==> config.mk <==
export PLATFORM = sky130hd
export DESIGN_NAME = channel_fifo_stage
export DESIGN_NICKNAME = d
export VERILOG_FILES = /design/src/rtl/channel_fifo_stage.sv
export SDC_FILE = /design/constraint.sdc
export NUM_CORES = 1
export LEC_CHECK = 0
export ABC_AREA = 0
export BUFFER_PORTS_ARGS = -buffer_cell sky130_fd_sc_hd__buf_4
export CAP_MARGIN = 20
export CORE_ASPECT_RATIO = 1.1
export CORE_MARGIN = 10
export CORE_UTILIZATION = 40
export CTS_CLUSTER_SIZE = 30
export DETAILED_ROUTE_END_ITERATION = 12
export PLACE_DENSITY = 0.59
export SLEW_MARGIN = 20
export SYNTH_ARGS = -nofsm -noshare
export SYNTH_HDL_FRONTEND = slang
export SYNTH_SLANG_ARGS = --single-unit
==> constraint.sdc <==
create_clock -name clk -period 8.08 [get_ports clk]
set_input_delay 2.424 -clock clk [delete_from_list [all_inputs] [get_ports clk]]
set_output_delay 2.424 -clock clk [all_outputs]
set_load 0.01 [all_outputs]
==> src/rtl/channel_fifo_stage.sv <==
// Purpose : valid/ready FIFO buffering words between the input channel shifter and the memory controller.
// Latency : a word written into an empty FIFO is visible on out_data/out_valid one cycle after its write edge.
// Backpressure: in_ready is low only while full, and comes from registered state only. out_ready never reaches in_ready.
//
// Optional feature macro: STAGE_DROP_CNT_EN adds a saturating 16-bit refused-write counter (drop_count).
//
// Ports:
//   clk, rst            rising-edge clock, asynchronous active-high reset
//   in_data/in_valid    write side; in_ready = !full
//   out_data/out_valid  head word (0 when empty) shown first-word-fall-through; out_valid = !empty
//   out_ready           consumer accepts the head word
//   count, full, empty  occupancy (0..DEPTH) and registered flags
//   drop_count          refused-write counter (STAGE_DROP_CNT_EN only)

module channel_fifo_stage #(
  parameter int WIDTH = 32,
  parameter int DEPTH = 8,
  localparam int CW = $clog2(DEPTH) + 1
) (
  input  logic             clk,
  input  logic             rst,
  input  logic [WIDTH-1:0] in_data,
  input  logic             in_valid,
  output logic             in_ready,
  output logic [WIDTH-1:0] out_data,
  output logic             out_valid,
  input  logic             out_ready,
  output logic [CW-1:0]    count,
`ifdef STAGE_DROP_CNT_EN
  output logic             full,
  output logic             empty,
  output logic [15:0]      drop_count
`else
  output logic             full,
  output logic             empty
`endif
);

  localparam int AW = $clog2(DEPTH);

  logic [WIDTH-1:0] mem [DEPTH];
  logic [AW-1:0]    wr_ptr;
  logic [AW-1:0]    rd_ptr;
  logic [CW-1:0]    count_q;
  logic [CW-1:0]    count_nxt;
  logic             full_q;
  logic             empty_q;
  logic             push;
  logic             pop;

  assign in_ready  = !full_q;
  assign out_valid = !empty_q;
  assign push      = in_valid && in_ready;
  assign pop       = out_valid && out_ready;

  assign count    = count_q;
  assign full     = full_q;
  assign empty    = empty_q;
  assign out_data = empty_q ? '0 : mem[rd_ptr];

  always_comb begin
    count_nxt = count_q;
    case ({push, pop})
      2'b10:   count_nxt = count_q + CW'(1);
      2'b01:   count_nxt = count_q - CW'(1);
      default: count_nxt = count_q;
    endcase
  end

  // Storage has no reset; out_data is masked to 0 while empty instead.
  always_ff @(posedge clk) begin
    if (push) begin
      mem[wr_ptr] <= in_data;
    end
  end

  // Flags are registered from the next count so in_ready/out_valid have no
  // combinational path from the opposite side of the FIFO.
  always_ff @(posedge clk or posedge rst) begin
    if (rst) begin
      wr_ptr  <= '0;
      rd_ptr  <= '0;
      count_q <= '0;
      full_q  <= 1'b0;
      empty_q <= 1'b1;
    end else begin
      if (push) wr_ptr <= wr_ptr + AW'(1);
      if (pop)  rd_ptr <= rd_ptr + AW'(1);
      count_q <= count_nxt;
      full_q  <= (count_nxt == CW'(DEPTH));
      empty_q <= (count_nxt == '0);
    end
  end

`ifdef STAGE_DROP_CNT_EN
  logic [15:0] drop_q;

  assign drop_count = drop_q;

  always_ff @(posedge clk or posedge rst) begin
    if (rst) begin
      drop_q <= '0;
    end else if (in_valid && !in_ready && (drop_q != 16'hFFFF)) begin
      drop_q <= drop_q + 16'd1;
    end
  end
`endif

endmodule
==> impl_metrics.env <==
export IMPL_crit_required_ns=5.66
export IMPL_synth_avg_cell_area_sq_um=21.51
export IMPL_worstSetupPathType="register to primary output"
export IMPL_first_pass_iters=4
export IMPL_worstSkewPairLatency_ns=0.53
export IMPL_yosysTopAreaCellShare=0.7413
export IMPL_async_flop_share=0.04478
export IMPL_first_global_vias=5388
export IMPL_maxCapViolations=0
export IMPL_wirelength_um=20900
export IMPL_clock_path_buffers=3
export IMPL_place_ws_ns=2.805
export IMPL_ys_ff_latch=268
export IMPL_hp_class="register to register"
export IMPL_tritoncts="built"
export IMPL_cp_arrival_ns=3.29
export IMPL_cts_sinks=268
export IMPL_multi_input_area_sq_um=2308
export IMPL_syn_nets=522
export IMPL_syn_to_final_growth_pct=19.97
export IMPL_die_area_sq_um=32770
export IMPL_final_hold_viol_count=0
export IMPL_grt_max_degree=67
export IMPL_final_nets=614
export IMPL_critPathLaunchType="register"
export IMPL_syn_cell_area_sq_um=10370
export IMPL_synth_cell_types=35
export IMPL_slowest_delay_ns=1.07
export IMPL_cts_hold_buf=0
export IMPL_rsz0062_at_grt="no"
export IMPL_powerDensity_nw_per_um2=388.8
export IMPL_final_setup_skew_ns=0.01501
export IMPL_cts_max_level=1
export IMPL_mostFrequentLayoutCell="edfxtp_1"
export IMPL_wl_per_cell_um=22.21
export IMPL_cp_slowest_cell="dfrtp_4"
export IMPL_synthCells=482
export IMPL_fmax_mhz=174.9
export IMPL_drc_errors=0
export IMPL_cts_post_setup_buffers_inserted=0
export IMPL_ant_nets=0
export IMPL_start_util=0.4080
export IMPL_vias=4855
export IMPL_fin_ws_ns=2.362
export IMPL_worst_path_stages=5
export IMPL_num_antenna_cells=0
export IMPL_hold_path_depth=1
export IMPL_register_area_sq_um=7998
export IMPL_fp_row_count=61
export IMPL_grt_overflow=0
export IMPL_fin_crit_sh=0.7076
export IMPL_fillerInstances=2074
export IMPL_gr_usage_all_layers=0.1265
export IMPL_rrSetupSlack_ns=4.97
export IMPL_vdd_drop_max_v=0.0002955
export IMPL_worst_path_buf_inv=2
export IMPL_avgViaCountPerCell=5.159
export IMPL_yosysSeqAreaShare=0.7704
export IMPL_crit_family="flip-flops"
export IMPL_status="finished, final reports clean"
export IMPL_grt_pass1_wl_um=32140
export IMPL_cts_made_buffers=27
export IMPL_worst_path_max_fanout=46
export IMPL_synth_area_leaders="edfxtp_1 (74%), mux4_2 (14%), mux2i_1 (3.1%)"
export IMPL_min_period_ns=5.718
export IMPL_path_clk_slew_ns=0.06
export IMPL_drtIter0Drc=356
export IMPL_antenna_found_initial=0
export IMPL_io_pins=76
export IMPL_clockRootBuffer="clkbuf_16"
export IMPL_rr_worst_depth=10
export IMPL_tightest_slew_ns=1.034
export IMPL_final_cell_mix="edfxtp_1 (256), buf_4 (87), mux4_2 (64), nor2_1 (35), mux2i_1 (32)"
export IMPL_portBuffers=75
export IMPL_place_hpwl_um=11700
export IMPL_endpoint_kind="primary output"
export IMPL_yosys_warnings=0
export IMPL_ctsResizeCount=0
export IMPL_timing_critical_path_cells="buf_4, mux4_2, mux2i_1, nor2_1, buf_4"
export IMPL_relSlewSlack=0.3107
export IMPL_setup_tns_ns=0
export IMPL_drive_gt1_frac=0.3613
export IMPL_core_sq_um=25420
export IMPL_final_setup_viol_count=0
export IMPL_die_h_um=188.9
export IMPL_die_width_um=173.5
export IMPL_cpMostUsedCell="buf_4"
export IMPL_synth_enable_flop_cells=256
export IMPL_p_leak_nw=4.207
export IMPL_drv_slew=0
export IMPL_globalplace_congestion=0.6966
export IMPL_ys_flop_type="edfxtp_1"
export IMPL_synth_area_leader_cell="edfxtp_1"
## through the flow
| stage | utilization | power [mW] | instances | hold WS [ns] | instance area [sq um] |
|---|---|---|---|---|---|
| 2_1_floorplan | - | 2.863 | 482 | 0.4854 | 10370 |
| 3_3_place_gp | 0.4491 | 3.482 | 891 | 0.4888 | 11410 |
| 3_5_place_dp | 0.4491 | 3.518 | 891 | 0.5207 | 11410 |
| 4_1_cts | 0.4895 | 4.930 | 941 | 0.5293 | 12440 |
| 5_1_grt | 0.4895 | 5.095 | 941 | 0.5311 | 12440 |
| 6_report | 0.4895 | 4.837 | 941 | 0.5189 | 12440 |
## registers in the layout, indices dropped and copies added, names as in the netlist
signal / cells
mem: 256
count: 4
rd_ptr: 3
wr_ptr: 3
empty: 1
full: 1
## synth_stat cells, types with 2 or more instances
| cell type | number |
|---|---|
| buf_2 | 6 |
| dfrtp_1 | 11 |
| nand2_1 | 13 |
| nand3b_1 | 2 |
| inv_2 | 2 |
| nor3_1 | 2 |
| inv_1 | 4 |
| clkbuf_1 | 12 |
| mux2i_1 | 32 |
| mux4_2 | 64 |
| nand2b_1 | 3 |
| xnor2_1 | 6 |
| edfxtp_1 | 256 |
| nor2_1 | 41 |
| buf_1 | 5 |
| ha_1 | 4 |
## layer usage
metal | GRT usage | wire, um
met2 | 0.2237 | 10920
met3 | 0.02507 | 943
met5 | 0 | 0
met1 | 0.1555 | 8610
met4 | 0.03286 | 421
## report_power, final
part / internal (mW) / switching, mW
Sequential: 1.77 / 0.267
Clock: 0.899 / 0.499
Combinational: 0.748 / 0.656
## kinds of logic after synthesis
kind of cell    Yosys count  share of synthesized area
simple gates             68                    0.02992
buf+inv                  30                    0.01231
fa+ha+maj                 4                   0.004826
flops                   268                     0.7704
mux                      97                     0.1710
xor+xnor                  7                   0.005912
compound gates            8                   0.005670
## final timing paths
| check | from | to |
|---|---|---|
| max | rd_ptr[0] | out_data[26] |
| min | count[3] | count[3] |
| max reg2reg | empty | full |
| min reg2reg | count[3] | count[3] |
| max in group asynchronous | rst | rd_ptr[0] |
| min in group asynchronous | rst | wr_ptr[0] |
## layout make-up
cell class	instances	share of cell area
flip-flops and latches	268	0.6429
multi-input cells	184	0.1856
clock buffers	28	0.05461
repair buffers	87	0.05250
well taps	346	0.03480
clock inverters	22	0.02786
inverters	6	0.001810
(Power assumes the default switching activity.)
